**src/rtl/wb_pkg.sv**
```systemverilog
// Shared MEM/WB word layout, vector geometry and writeback state encoding.
// Latency: n/a (declarations only).
// Backpressure: n/a.
package wb_pkg;
    localparam int LANES      = 9;
    localparam int LANE_W     = 16;
    localparam int BEAT_LANES = 3;
    localparam int RC_W       = 4;

    // Field offsets inside the MEM/WB word; the memory stage packs with the same values.
    localparam int VEC_LSB       = 38;
    localparam int MEMQ_LSB      = 22;
    localparam int RC_LSB        = 18;
    localparam int MEMTOREG_BIT  = 17;
    localparam int REGWRITE_BIT  = 16;
    localparam int REGWRITEV_BIT = 15;
    localparam int MODESEL_BIT   = 14;

    typedef enum logic {IDLE, VEC} wb_state_t;
endpackage

```
**src/rtl/vec_beat_serializer.sv**
```systemverilog
// Holds a captured vector result and slices it into register-file beats.
// Latency: beat k appears k+1 cycles after load; one beat per cycle while active.
// Backpressure: none internally; last_beat tells the owner when a new load can land.
module vec_beat_serializer #(
    parameter int N_BEATS = 3,
    parameter int B_W     = 48,
    parameter int A_W     = 4,
    parameter int I_W     = 2
) (
    input  logic                     clk,
    input  logic                     rst,
    input  logic                     load,
    input  logic                     active,
    input  logic [A_W-1:0]           load_rc,
    input  logic [N_BEATS*B_W-1:0]   load_vec,
    output logic                     vregWe,
    output logic [A_W-1:0]           vregAddr,
    output logic [I_W-1:0]           vregBeat,
    output logic [B_W-1:0]           vregData,
    output logic                     last_beat
);
    localparam logic [I_W-1:0] LAST = I_W'(N_BEATS - 1);

    logic [N_BEATS*B_W-1:0] vec_q;
    logic [A_W-1:0]         rc_q;
    logic [I_W-1:0]         beat_q;

    // A load on the final beat restarts at beat 0 so vectors can run back to back.
    always_ff @(posedge clk) begin
        if (!rst) begin
            vec_q  <= '0;
            rc_q   <= '0;
            beat_q <= '0;
        end else if (load) begin
            vec_q  <= load_vec;
            rc_q   <= load_rc;
            beat_q <= '0;
        end else if (active) begin
            beat_q <= last_beat ? '0 : beat_q + 1'b1;
        end
    end

    assign last_beat = active && (beat_q == LAST);
    assign vregWe    = active;
    assign vregAddr  = rc_q;
    assign vregBeat  = beat_q;
    assign vregData  = vec_q[beat_q*B_W +: B_W];
endmodule

```
**src/rtl/writeback_stage.sv**
```systemverilog
// Retires MEM/WB words: scalar write one cycle after accept, vector write serialised over BEATS cycles.
// Latency: 1 cycle to sreg/first vreg beat; vector occupies BEATS cycles.
// Backpressure: in_ready low while a vector has beats left beyond the current one.
module writeback_stage
    import wb_pkg::*;
#(
    parameter int LANES      = wb_pkg::LANES,
    parameter int LANE_W     = wb_pkg::LANE_W,
    parameter int BEAT_LANES = wb_pkg::BEAT_LANES,
    parameter int RC_W       = wb_pkg::RC_W,
    localparam int BEATS     = LANES / BEAT_LANES,
    localparam int BEAT_W    = BEAT_LANES * LANE_W,
    localparam int BUF_W     = LANES * LANE_W + 38,
    localparam int BIDX_W    = (BEATS > 1) ? $clog2(BEATS) : 1
) (
    input  logic              clk,
    input  logic              rst,
    input  logic              en,
    input  logic [BUF_W-1:0]  bufferIn,
    input  logic              in_valid,
    output logic              in_ready,
    output logic              sregWe,
    output logic [RC_W-1:0]   sregAddr,
    output logic [LANE_W-1:0] sregData,
    output logic              vregWe,
    output logic [RC_W-1:0]   vregAddr,
    output logic [BIDX_W-1:0] vregBeat,
    output logic [BEAT_W-1:0] vregData,
    output logic              busy
);
    logic [LANES*LANE_W-1:0] vec_in;
    logic [LANE_W-1:0]       mem_q;
    logic [RC_W-1:0]         rc_in;
    logic                    mem_to_reg, reg_write, reg_write_v;
    logic                    unused_bits;

    assign vec_in      = bufferIn[VEC_LSB +: LANES*LANE_W];
    assign mem_q       = bufferIn[MEMQ_LSB +: LANE_W];
    assign rc_in       = bufferIn[RC_LSB +: RC_W];
    assign mem_to_reg  = bufferIn[MEMTOREG_BIT];
    assign reg_write   = bufferIn[REGWRITE_BIT];
    assign reg_write_v = bufferIn[REGWRITEV_BIT];
    assign unused_bits = ^bufferIn[MODESEL_BIT:0];

    wb_state_t state_q, state_d;
    logic      last_beat, accept, load_vec;

    assign in_ready = (state_q == IDLE) || last_beat;
    assign accept   = en && in_valid && in_ready;
    assign load_vec = accept && reg_write_v;
    assign busy     = (state_q == VEC);

    always_comb begin
        state_d = state_q;
        case (state_q)
            IDLE: if (load_vec) state_d = VEC;
            VEC:  if (last_beat && !load_vec) state_d = IDLE;
            default: state_d = IDLE;
        endcase
    end

    always_ff @(posedge clk) begin
        if (!rst) state_q <= IDLE;
        else      state_q <= state_d;
    end

    // Register 0 is hardwired zero on the scalar file only.
    always_ff @(posedge clk) begin
        if (!rst) begin
            sregWe   <= 1'b0;
            sregAddr <= '0;
            sregData <= '0;
        end else begin
            sregWe <= accept && reg_write && (rc_in != '0);
            if (accept && reg_write) begin
                sregAddr <= rc_in;
                sregData <= mem_to_reg ? mem_q : vec_in[LANE_W-1:0];
            end
        end
    end

    vec_beat_serializer #(
        .N_BEATS (BEATS),
        .B_W     (BEAT_W),
        .A_W     (RC_W),
        .I_W     (BIDX_W)
    ) u_ser (
        .clk       (clk),
        .rst       (rst),
        .load      (load_vec),
        .active    (busy),
        .load_rc   (rc_in),
        .load_vec  (vec_in),
        .vregWe    (vregWe),
        .vregAddr  (vregAddr),
        .vregBeat  (vregBeat),
        .vregData  (vregData),
        .last_beat (last_beat)
    );
endmodule
```
**config.mk**
```make
export PLATFORM = sky130hd
export DESIGN_NAME = writeback_stage
export DESIGN_NICKNAME = d
export VERILOG_FILES = /design/src/rtl/wb_pkg.sv /design/src/rtl/vec_beat_serializer.sv /design/src/rtl/writeback_stage.sv
export SDC_FILE = /design/constraint.sdc
export NUM_CORES = 1
export LEC_CHECK = 0
export ABC_CLOCK_PERIOD_IN_PS = 2800
export BUFFER_PORTS_ARGS = -buffer_cell sky130_fd_sc_hd__buf_2
export CORE_MARGIN = 2
export CORE_UTILIZATION = 55
export DETAILED_ROUTE_END_ITERATION = 10
export PLACE_DENSITY = 0.95
export SETUP_SLACK_MARGIN = 0.02
export SLEW_MARGIN = 0
export SYNTH_ARGS = -nofsm -noshare
export SYNTH_HDL_FRONTEND = slang
export SYNTH_SLANG_ARGS = --single-unit
```
**constraint.sdc**
```tcl
create_clock -name clk -period 2.8 [get_ports clk]
set_clock_uncertainty 0.1 [all_clocks]
set_input_delay 0.14 -clock clk [delete_from_list [all_inputs] [get_ports clk]]
set_output_delay 0.14 -clock clk [all_outputs]
set_load 0.1 [all_outputs]
```
# Word level (Yosys, flattened, before mapping)

Index checks and enable logic that the tools add are counted.

$add $sub $neg: 1
Multiply operators: 1
Divide/modulo/power cells: 0
Magnitude comparators: 0
Eq/ne operators: 1
Shift operators: 1
Muxes and demuxes: 5
Bitwise gates (word level): 2
Reduce and logical (&&, ||, !) cells: 11

Operators with widths:

| operator              | number |
|---|---|
| $shiftx A144 B9 Y48   | 1 |
| $mux W16              | 1 |
| $logic_and A1 B1 Y1   | 7 |
| $mul A2 B2 Y4 const B | 1 |
| $reduce_bool A4 Y1    | 1 |
| $add A2 B1 Y2 const B | 1 |
| $eq A2 B2 Y1 const B  | 1 |
| $mux W1               | 2 |
| $mux W2               | 1 |
| $not A1 Y1            | 2 |
| $pmux W1 S2           | 1 |
| $reduce_or A2 Y1      | 1 |
| $logic_not A1 Y1      | 1 |
| $logic_or A1 B1 Y1    | 1 |

Register bits after elaboration: 172
Bits in latches: 0
RAM bits: 0
ROM bits: 0
Input port bits: 186
Output and inout bits: 78
Word-level logic and storage cells: 29
Memories: 0

# Longest topological paths before layout

Gate-level depths: netlist of the first run.

Depth in word-level cells: 9
Depth in mapped cells: 7
Gate-level depth less buffers: 3

# By module

A second synthesis of the first run with hierarchy kept.

Cell total of the unflattened synthesis: 716
Area, all modules: 7843.8 um^2

By module, submodules not included:

| module              | times used | cells an instance | area an instance (um^2) | sequential area each (um^2) |
|---|---|---|---|---|
| vec_beat_serializer | 1          | 615               | 6804.0                  | 3002.9 |
| writeback_stage     | 1          | 101               | 1039.7                  | 440.4 |

# Least setup slack after synthesis of the first run

Ideal clock, no wire load.

Path type: flip-flop to output port
From: register u_ser.beat_q[1], in the netlist u_ser.vregBeat[1]
To: output port vregData[0]
Arrival: 3731 ps
Required time: 2560 ps
Setup slack: -1171 ps
Cell stages (with the launch flop): 5
Path buffers: 2
Cell sequence: dfxtp_1 -> buf_2 -> buf_2 -> mux2i_1 -> o21ai_0

Longest elaborated chain between the ends: 2

Ends and longest elaborated chain:

| what                   | line                      | source |
|---|---|---|
| from (decl)            | vec_beat_serializer.sv:26 | `logic [I_W-1:0] beat_q;` |
| from (signal assigned) | vec_beat_serializer.sv:39 | `beat_q <= last_beat ? '0 : beat_q + 1'b1;` |
| $mul A2 B2 Y4          | vec_beat_serializer.sv:47 | `assign vregData = vec_q[beat_q*B_W +: B_W];` |
| $shiftx A144 B9 Y48    | vec_beat_serializer.sv:47 |  |
| to (decl)              | writeback_stage.sv:28     | `output logic [BEAT_W-1:0] vregData,` |

Every way passes these cells.

# Final worst setup path of the first run

From: register u_ser.beat_q[1], in the netlist u_ser.vregBeat[1]
To: output port vregData[20]

The elaborated chain is that of the path after synthesis.

==> metrics.cfg, run 1 <==
[logic_synthesis]
ys_top_cells_by_count=382 x nand2_1, 217 x mux2i_1, 172 x dfxtp_1, 48 x o21ai_0, 42 x clkbuf_1
synth-seq-cells=172
yosysMostFrequentCell=nand2_1
syn_inst=926
synth_nets=1112
yosysTopAreaCell=dfxtp_1
synth-edff-count=0
synth_area_mm2=0.00804
synth_warnings=0
yosys-top-cells-area=dfxtp_1 43%, mux2i_1 27%, nand2_1 18%
seq_area_frac_synth=0.428
postSynthAreaPerCell_um2=8.68
async_flop_share=0
ys_types=24
synth_top_area_frac=0.428
synth_ff_type=dfxtp_1

[setup_path]
crit_path_end_kind=output pin
cpPeakStageDelay_ns=0.54
cp.arrival_ns=2.17
cp-startpoint=u_ser.vregBeat[1]$_SDFFE_PP0P_
crit_chain=buf_4 -> mux2i_1 -> o21ai_2 -> buf_12
r2r_slack_ns=0.69
rr_endpoint=u_ser.vec_q[112]$_SDFFE_PN0P_
cp_num_buf_inv=2
r2r_start=u_ser.vregBeat[1]$_SDFFE_PP0P_
crit_type=flop to output pin
worst_r2r_path_depth=4
crit_fanout=22
cp.depth=4
worstPathRequired_ns=2.56
startpoint_type=flop
cp_top_family=buffers and inverters
crit_path_end=vregData[20]
slowest_stage=dfxtp_4

[timing]
rsz0062_at_grt=no
worst_pin_slew_ns=0.903
fmax_ghz=0.416
setup_viol=0
tns_ns=0
fin_crit_sh=0.859
hold_viol_final=0
final_max_slew_viol_count=0
slew_headroom=0.398
fin_crit_ns=2.41

[power]
p_leak_nw=5.13
peakVddDrop_v=0.000487
p_per_area_mw_per_mm2=526

[detailed_routing]
ant_nets=0
first_pass_iters=5
totalWireLength_um=30600
vias_per_cell=5.72
num_vias=8509
drtIter0Drc=735
routedWlPerCell_um=20.5
detail_route.drc_violations=0

[floorplanning]
start_util=0.557
die_w_um=125
die_area_mm2=0.0156
core_area_mm2=0.0144
die_h_um=125
rows=44
io_pins=264

[global_routing]
top_usage_layer=met2
gr-usage-met2=0.706
grt_max_degree=119
use_met3=0.0906
grt_pass1_vias=9091
grt-ovfl-total=0
grt_usage=0.386
met1_usage=0.378
antenna_found_initial=6
grt_first_pass_wirelength_um=47600

[clock_network]
htree_levels=4
cts-buffers-inserted=17
path_clk_slew_ns=0.07
cts_tree=yes
cts_root_buffer=clkbuf_16
cts.sinks=172
clock_path_buffers=2
clock_latency_ns=0.43

[placed_design]
dp_hpwl_um=14300
dp.cells=1299
port_buffers=248
place_congestion=0.780

[job]
max_cap_violations=0

[finish]
nets=1471
synthToLayoutAreaGrowth_pct=53.4
final_cells=1488
fin_util=0.855
drive_gt1_frac=0.280

[min_path]
min_path_type=primary input to flop

[status]
status=complete, no violations

-- stage by stage --
step	power, W	cell area [um2]	hold slack [ns]	worst slack, ns
after floorplan	0.00332	8220	0.178	0.102
after global placement	0.00364	10200	0.285	0.949
after detailed placement	0.00366	10200	0.294	0.923
after CTS	0.00640	12300	0.000738	0.455
after global routing	0.00664	12300	0.00741	0.373
final	0.00648	12300	0.0107	0.394
-- worst min path at each step --
stage                             start                            to  slack (ns)  cells past startpoint
final                      bufferIn[25]      sregData[3]$_SDFFE_PN0P_        0.01                      4
after global routing       bufferIn[25]      sregData[3]$_SDFFE_PN0P_       0.007                      4
after CTS                  bufferIn[34]     sregData[12]$_SDFFE_PN0P_      0.0007                      4
after detailed placement  bufferIn[134]  u_ser.vec_q[96]$_SDFFE_PN0P_        0.29                      3
after global placement     bufferIn[21]             sregWe$_SDFF_PN0_        0.28                      3
after floorplan            bufferIn[21]             sregWe$_SDFF_PN0_        0.18                      2
-- area by class of cell --
type,count,area [um2]
multi-input combinational,678,4340
timing repair buffer,415,3650
sequential,172,3450
fill,621,2090
clock buffer,22,454
tap,184,230
clock inverter,10,186
antenna,6,15.0
inverter,1,3.75
-- placed cells by master, fill, tap and decap left out, types with 2 or more instances in the layout --
master / n
buf_2: 199
buf_4: 12
o211ai_2: 2
bufinv_16: 5
dlygate4sd3_1: 151
dfxtp_1: 170
diode_2: 6
buf_12: 52
o21ai_2: 48
clkinv_2: 2
mux2_2: 16
nor3b_1: 2
nand2_1: 382
inv_6: 2
mux2i_1: 217
clkbuf_1: 4
dfxtp_4: 2
clkbuf_16: 17
-- power by group --
part / leakage, nW / switching [W] / internal, W
Combinational: 3.42 / 0.000753 / 0.000504
Clock: 0.313 / 0.00102 / 0.00161
Sequential: 1.40 / 0.0000624 / 0.00253
Total: 5.13 / 0.00183 / 0.00465
-- sequential cells by signal, summed over array words and instances (netlist names) --
signal          flops
u_ser.vregBeat      2
u_ser.vec_q       144
sregData           16
sregWe              1
sregAddr            4
busy                1
u_ser.vregAddr      4
-- worst register-to-register path: cells and delay by family, from the launching register on --
kind	cells	cell delay [ns]
AO/OA/AOI/OAI	1	0.41
buffers and inverters	1	0.41
flip-flops	1	0.54
multiplexers	1	0.42
AND/OR/NAND/NOR	1	0.12
-- per-layer routing --
layer / part of all wire / vias to the layer above
met2: 0.52 / 577
met1: 0.33 / 3947
met4: 0.074 / 0
li1: - / 3780
met5: 0 / -
met3: 0.076 / 205
-- kinds of logic (layout without fill, tap and decap cells) --
logic type	after synthesis	in the layout	share of synthesized area
buf+inv	76	448	0.0560
compound gates	54	54	0.0367
mux	233	233	0.293
other cells	0	6	0
simple gates	391	391	0.186
flops	172	172	0.428
-- timing repair --
| action | 4_1_cts | 5_1_grt |
|---|---|---|
| hold buffers | 151 | 0 |
| buffers inserted | 0 | 0 |
| hold endpoints to repair | 154 | 0 |
| resized for setup | 0 | 0 |
Note: power is estimated with default switching activity, not from simulation.
==> run 2: changes to the inputs <==
PLACE_DENSITY = 0.85   (was 0.95)
SYNTH_HIERARCHICAL = 1   (was default)
==> run 2 against run 1 <==
Net effect: non-clock buffer count up 5; final area down 2.6%; critical path type unchanged; register-to-register slack worse by 0.13 ns; largest cell class unchanged.
==> metrics.cfg, run 2 <==
[finish]
layout_commonest_cell=mux2i_1
final_cells=1285  ; -14%
largest_reg_flops=144  ; unchanged
drive_gt1_frac=0.310  ; +0.0298
fill_cells=608  ; -2.1%
diodes=0  ; -6
final_cell_mix=216 x mux2i_1, 210 x buf_2, 169 x dfxtp_1
fin_util=0.866  ; +0.0105
reg_top3=u_ser/vec_q x144, sregData x16
top_register=u_ser/vec_q
nets=1278  ; -13%
synthToLayoutAreaGrowth_pct=53.2

[detailed_routing]
detail_route.drc_violations=0  ; unchanged
drtIter0Drc=586  ; -20%
num_vias=7083  ; -17%
maxUsedRoutingLayer=met4
dr_wl_met3_um=1710  ; -26%
first_pass_iters=5  ; unchanged
ant_nets=0  ; unchanged
vias_per_cell=5.51  ; -3.6%
wl_met2_um=13400  ; -15%
totalWireLength_um=26000  ; -15%
m1WireLength_um=9880  ; -2.8%
routedWlPerCell_um=20.2  ; -1.5%

[setup_path]
startpoint_type=flop
crit_type=flop to output pin
slowest_stage=buf_4
worstPathRequired_ns=2.56  ; about the same
r2r_start=u_ser/vregBeat[1]$_SDFFE_PP0P_
cpPeakStageDelay_ns=0.61  ; +0.07 ns
crit_chain=buf_4 -> buf_4 -> o2bb2ai_2 -> buf_12
cp-startpoint=u_ser/vregBeat[1]$_SDFFE_PP0P_
crit_path_end_kind=output pin
crit_fanout=35  ; +59%
cp_common_cell=buf_4
cp.arrival_ns=2.15  ; -0.02 ns

[logic_synthesis]
synth_top_area_frac=0.439  ; +0.0106
async_flop_share=0  ; unchanged
ys_types=23  ; -4.2%
synth_area_mm2=0.00784  ; -2.4%
synth_nets=902  ; -19%
yosysTopAreaCell=dfxtp_1
yosys-top-cells-area=dfxtp_1 44%, mux2i_1 28%, nor2b_1 12%
synth-edff-count=0  ; unchanged
yosysMostFrequentCell=mux2i_1
synth-seq-cells=172  ; unchanged
postSynthAreaPerCell_um2=11.0  ; +26%
seq_area_frac_synth=0.439  ; +0.0106
syn_inst=716  ; -23%
synth_warnings=6  ; +6
ys_top_cells_by_count=216 x mux2i_1, 172 x dfxtp_1, 150 x nor2b_1, 36 x o2bb2ai_1, 22 x clkbuf_1
synth_ff_type=dfxtp_1

[timing]
tns_ns=0  ; unchanged
worst_pin_slew_ns=0.696  ; -0.206 ns
final_max_slew_viol_count=0  ; unchanged
hold_viol_final=0  ; unchanged
rsz0062_at_grt=no
setup_viol=0  ; unchanged
slew_headroom=0.536  ; +0.138
fin_crit_ns=2.39  ; -0.0132 ns
fin_ws_ns=0.407  ; +0.0132 ns
fmax_ghz=0.418  ; +0.55%
fin_crit_sh=0.854  ; -0.00471

[clock_network]
cts_tree=yes
cts_root_buffer=clkbuf_16
cts-resized-gates=0  ; unchanged
clock_path_buffers=2  ; unchanged
cts-buffers-inserted=17  ; unchanged
htree_levels=4  ; unchanged
clock_latency_ns=0.42  ; about the same
cts.sinks=172  ; unchanged
path_clk_slew_ns=0.07  ; about the same

[global_routing]
grt_pass1_vias=7633  ; -16%
grt_first_pass_wirelength_um=38800  ; -19%
grt_max_degree=105  ; -12%
grt_usage=0.333  ; -0.0535
antenna_found_initial=0  ; -6
grt-ovfl-total=0  ; unchanged

[power]
p_leak_nw=4.85  ; -5.5%
p_per_area_mw_per_mm2=515  ; -2.1%
power.total_w=0.00618  ; -4.7%
peakVddDrop_v=0.000386  ; -21%

[placed_design]
place_ws_ns=0.713  ; -0.210 ns
place_congestion=0.743  ; -4.8%
dp.cells=1092  ; -16%
dp_hpwl_um=12700  ; -12%
port_buffers=248  ; unchanged

[min_path]
min_from=bufferIn[32]
min_path_type=primary input to flop

[status]
status=complete, no violations

[floorplanning]
core_area_mm2=0.0139  ; -3.8%
start_util=0.565  ; +0.00783
rows=43  ; -2.3%
die_w_um=123  ; -1.2%
die_h_um=123  ; -1.2%
die_area_mm2=0.0152  ; -2.3%
io_pins=264  ; unchanged

[job]
max_cap_violations=0  ; unchanged

==> run 2: worst paths after layout <==
check	slack, ns	cells past startpoint	endpoint
worst max-delay path	0.41	4	vregData[28]
worst min-delay path	0.006	4	sregData[10]$_SDFFE_PN0P_
worst min register to register	0.36	2	sregAddr[3]$_SDFFE_PN0P_
worst max register to register	0.56	7	u_ser/vec_q[76]$_SDFFE_PN0P_
==> run 2: cells by family (layout without fill, tap and decap cells) <==
logic type	after synthesis	in the layout	share of synthesized area
muxes	216	216	0.276
and+or+nand+nor	198	198	0.150
DFF	172	172	0.439
AOI/OAI and AO/OA	67	67	0.0724
buffers and inverters	63	452	0.0632
==> run 2: layer usage <==
| metal | up-vias | global-route usage |
|---|---|---|
| met2 | 339 | 0.591 |
| met3 | 86 | 0.0835 |
| met4 | 0 | 0.175 |
| met1 | 3397 | 0.364 |
| met5 | - | 0 |
| li1 | 3261 | - |
==> run 2: final cells by class <==
class                      instances  area [um2]  area share
clock buffer                      19         443      0.0369
clock inverter                    13         143      0.0119
multi-input combinational        481        4210       0.350
sequential                       172        3450       0.287
tap                              180         225      0.0187
timing repair buffer             420        3540       0.295
==> run 2: what timing repair did <==
item                      4_1_cts  5_1_grt
buffers inserted                0        0
hold buffers                  161        0
hold endpoints to repair      166        0
==> run 2: stage by stage <==
stage | hold WS [ns] | instance area, um2
finish | 0.00583 | 12000
global route | 0.0407 | 12000
floorplan | 0.182 | 8140
detailed placement | 0.305 | 9820
CTS | 0.000864 | 12000
global placement | 0.294 | 9820
==> run 2: power breakdown <==
part | switching, W | internal [W] | total (W)
combinational | 0.000700 | 0.000528 | 0.00123
sequential | 0.0000602 | 0.00253 | 0.00259
clock | 0.00102 | 0.00134 | 0.00236
==> run 2: critical path, delay by kind of cell, from the launching register on <==
family | cells | cell delay [ns]
AOI/OAI and AO/OA | 1 | 0.18
buffers and inverters | 3 | 1.18
DFF | 1 | 0.34
==> run 3: changes to the inputs <==
ABC_CLOCK_PERIOD_IN_PS = 2100   (was 2800)
CORE_UTILIZATION = 46   (was 55)
PLACE_DENSITY = 0.76   (was 0.85)
clock period = 2.1 ns   (was 2.8 ns; I/O delays follow)
==> run 3 against run 2 <==
Net effect: die area up 19%; register-to-register slack got worse by 0.48 ns; clock-buffer cell count unchanged.
==> metrics.cfg, run 3 (same netlist as run 2, synthesis figures left out) <==
[finish]
drive_gt1_frac=0.313  ; +0.00356
layout_commonest_cell=mux2i_1
synthToLayoutAreaGrowth_pct=60.7
top_register=u_ser/vec_q
nets=1291  ; +1.0%
final_cell_mix=216 x mux2i_1, 196 x buf_2, 170 x dlygate4sd3_1
fin_area_mm2=0.0126  ; +4.9%
largest_reg_flops=144  ; unchanged
diodes=0  ; unchanged
reg_top3=u_ser/vec_q x144, sregData x16

[timing]
fin_crit_ns=2.03
tns_ns=0  ; unchanged
hold_viol_final=0  ; unchanged
fin_crit_sh=0.967
final_max_slew_viol_count=0  ; unchanged
holdWs_ns=0.290  ; +0.284 ns
worst_pin_slew_ns=0.538  ; -0.158 ns
fmax_ghz=0.492
setup_viol=0  ; unchanged
slew_headroom=0.642  ; +0.106
rsz0062_at_grt=no
fin_ws_ns=0.0689  ; -0.339 ns

[global_routing]
grt_usage=0.263  ; -0.0697
antenna_found_initial=0  ; unchanged
grt-ovfl-total=0  ; unchanged
grt_pass1_vias=7391  ; -3.2%
grt_first_pass_wirelength_um=37500  ; -3.2%
grt_max_degree=65  ; -38%

[floorplanning]
core_area_mm2=0.0166  ; +20%
die_w_um=135  ; +9.0%
io_pins=264  ; unchanged
die_h_um=135  ; +9.0%
start_util=0.471  ; -0.0938
die_area_mm2=0.0181  ; +19%
rows=47  ; +9.3%

[clock_network]
clock_path_buffers=2  ; unchanged
cts_root_buffer=clkbuf_16
htree_levels=4  ; unchanged
clock_latency_ns=0.42  ; about the same
cts-buffers-inserted=17  ; unchanged
cts.sinks=172  ; unchanged
path_clk_slew_ns=0.07  ; about the same
cts_setup_buffers=0  ; unchanged
cts_tree=yes

[detailed_routing]
num_vias=6833  ; -3.5%
first_pass_iters=5  ; unchanged
ant_nets=0  ; unchanged
detail_route.drc_violations=0  ; unchanged
vias_per_cell=5.11  ; -7.4%
drtIter0Drc=231  ; -61%
routedWlPerCell_um=18.1  ; -10%
totalWireLength_um=24300  ; -6.7%

[setup_path]
crit_fanout=36  ; +2.9%
cp.arrival_ns=1.83  ; -0.32 ns
crit_path_end_kind=output pin
r2r_slack_ns=0.08  ; -0.48 ns
worstPathRequired_ns=1.89  ; -0.67 ns
startpoint_type=flop
crit_type=flop to output pin

[power]
power.total_w=0.00864  ; +40%
peakVddDrop_v=0.000560  ; +45%
p_per_area_mw_per_mm2=685  ; +33%
p_leak_nw=5.02  ; +3.5%

[placed_design]
dp_hpwl_um=13100  ; +3.4%
port_buffers=248  ; unchanged
place_ws_ns=0.213  ; -0.500 ns
placed_area_mm2=0.0102  ; +4.0%
place_congestion=0.757  ; +1.9%

[status]
status=complete, no violations

[job]
max_cap_violations=0  ; unchanged

[min_path]
min_path_type=primary input to flop

-- run 3: cell count changes in the layout (fill, tap and decap cells not counted), sizes merged --
cell / delta
inv: +4
buf: +4
clkinv: -2
dlygate4sd3: +9
bufinv: +2
clkinvlp: -4
-- run 3: per-stage QoR --
step                utilization  cells
detailed placement        0.613   1135
floorplan                     -    716
global placement          0.613   1135
finish                    0.757   1338
CTS                       0.758   1338
global route              0.757   1338
-- run 3: final timing paths --
path	cells after the start	to	from
setup / recovery	4	vregData[14]	u_ser/vregBeat[0]$_SDFFE_PP0P_
hold / removal	4	sregData[0]$_SDFFE_PN0P_	bufferIn[17]
setup reg to reg	7	u_ser/vec_q[42]$_SDFFE_PN0P_	u_ser/vregBeat[0]$_SDFFE_PP0P_
hold reg to reg	2	sregAddr[2]$_SDFFE_PN0P_	sregAddr[2]$_SDFFE_PN0P_
-- run 3: area by class of cell --
cell class / instances / area [um2]
flip-flops and latches: 172 / 3450
multi-input cells: 481 / 4240
clock inverters: 13 / 200
repair buffers: 433 / 3980
clock buffers: 19 / 453
fillers: 1038 / 4040
well taps: 220 / 275
-- run 3: metal layers --
| metal | part of all wire | track usage | up-vias | wire, um |
|---|---|---|---|---|
| li1 | - | - | 3284 | - |
| met1 | 0.40 | 0.289 | 3239 | 9730 |
| met2 | 0.51 | 0.478 | 247 | 12300 |
| met3 | 0.060 | 0.0694 | 63 | 1450 |
| met4 | 0.031 | 0.112 | 0 | 754 |
| met5 | 0 | 0 | - | 0 |
-- run 3: worst max-delay path, stage by stage (launching register included) --
cell and delay [ns]:
dfxtp_4 0.38, nor2b_4 0.14, buf_6 0.44, o2bb2ai_2 0.20
buf_12 0.21
-- run 3: timing repair --
item / CTS / global route
hold buffers: 170 / 0
hold endpoints to repair: 170 / 0
endpoints found under the setup margin: 41 / 4
cloned: 1 / 0
gates resized for setup: 2 / 1
pin swaps: 0 / 0
-- run 3: power breakdown --
| group | switching (W) | internal, W |
|---|---|---|
| registers | 0.0000735 | 0.00338 |
| clock network | 0.00139 | 0.00209 |
| logic | 0.000933 | 0.000770 |
| total | 0.00240 | 0.00624 |
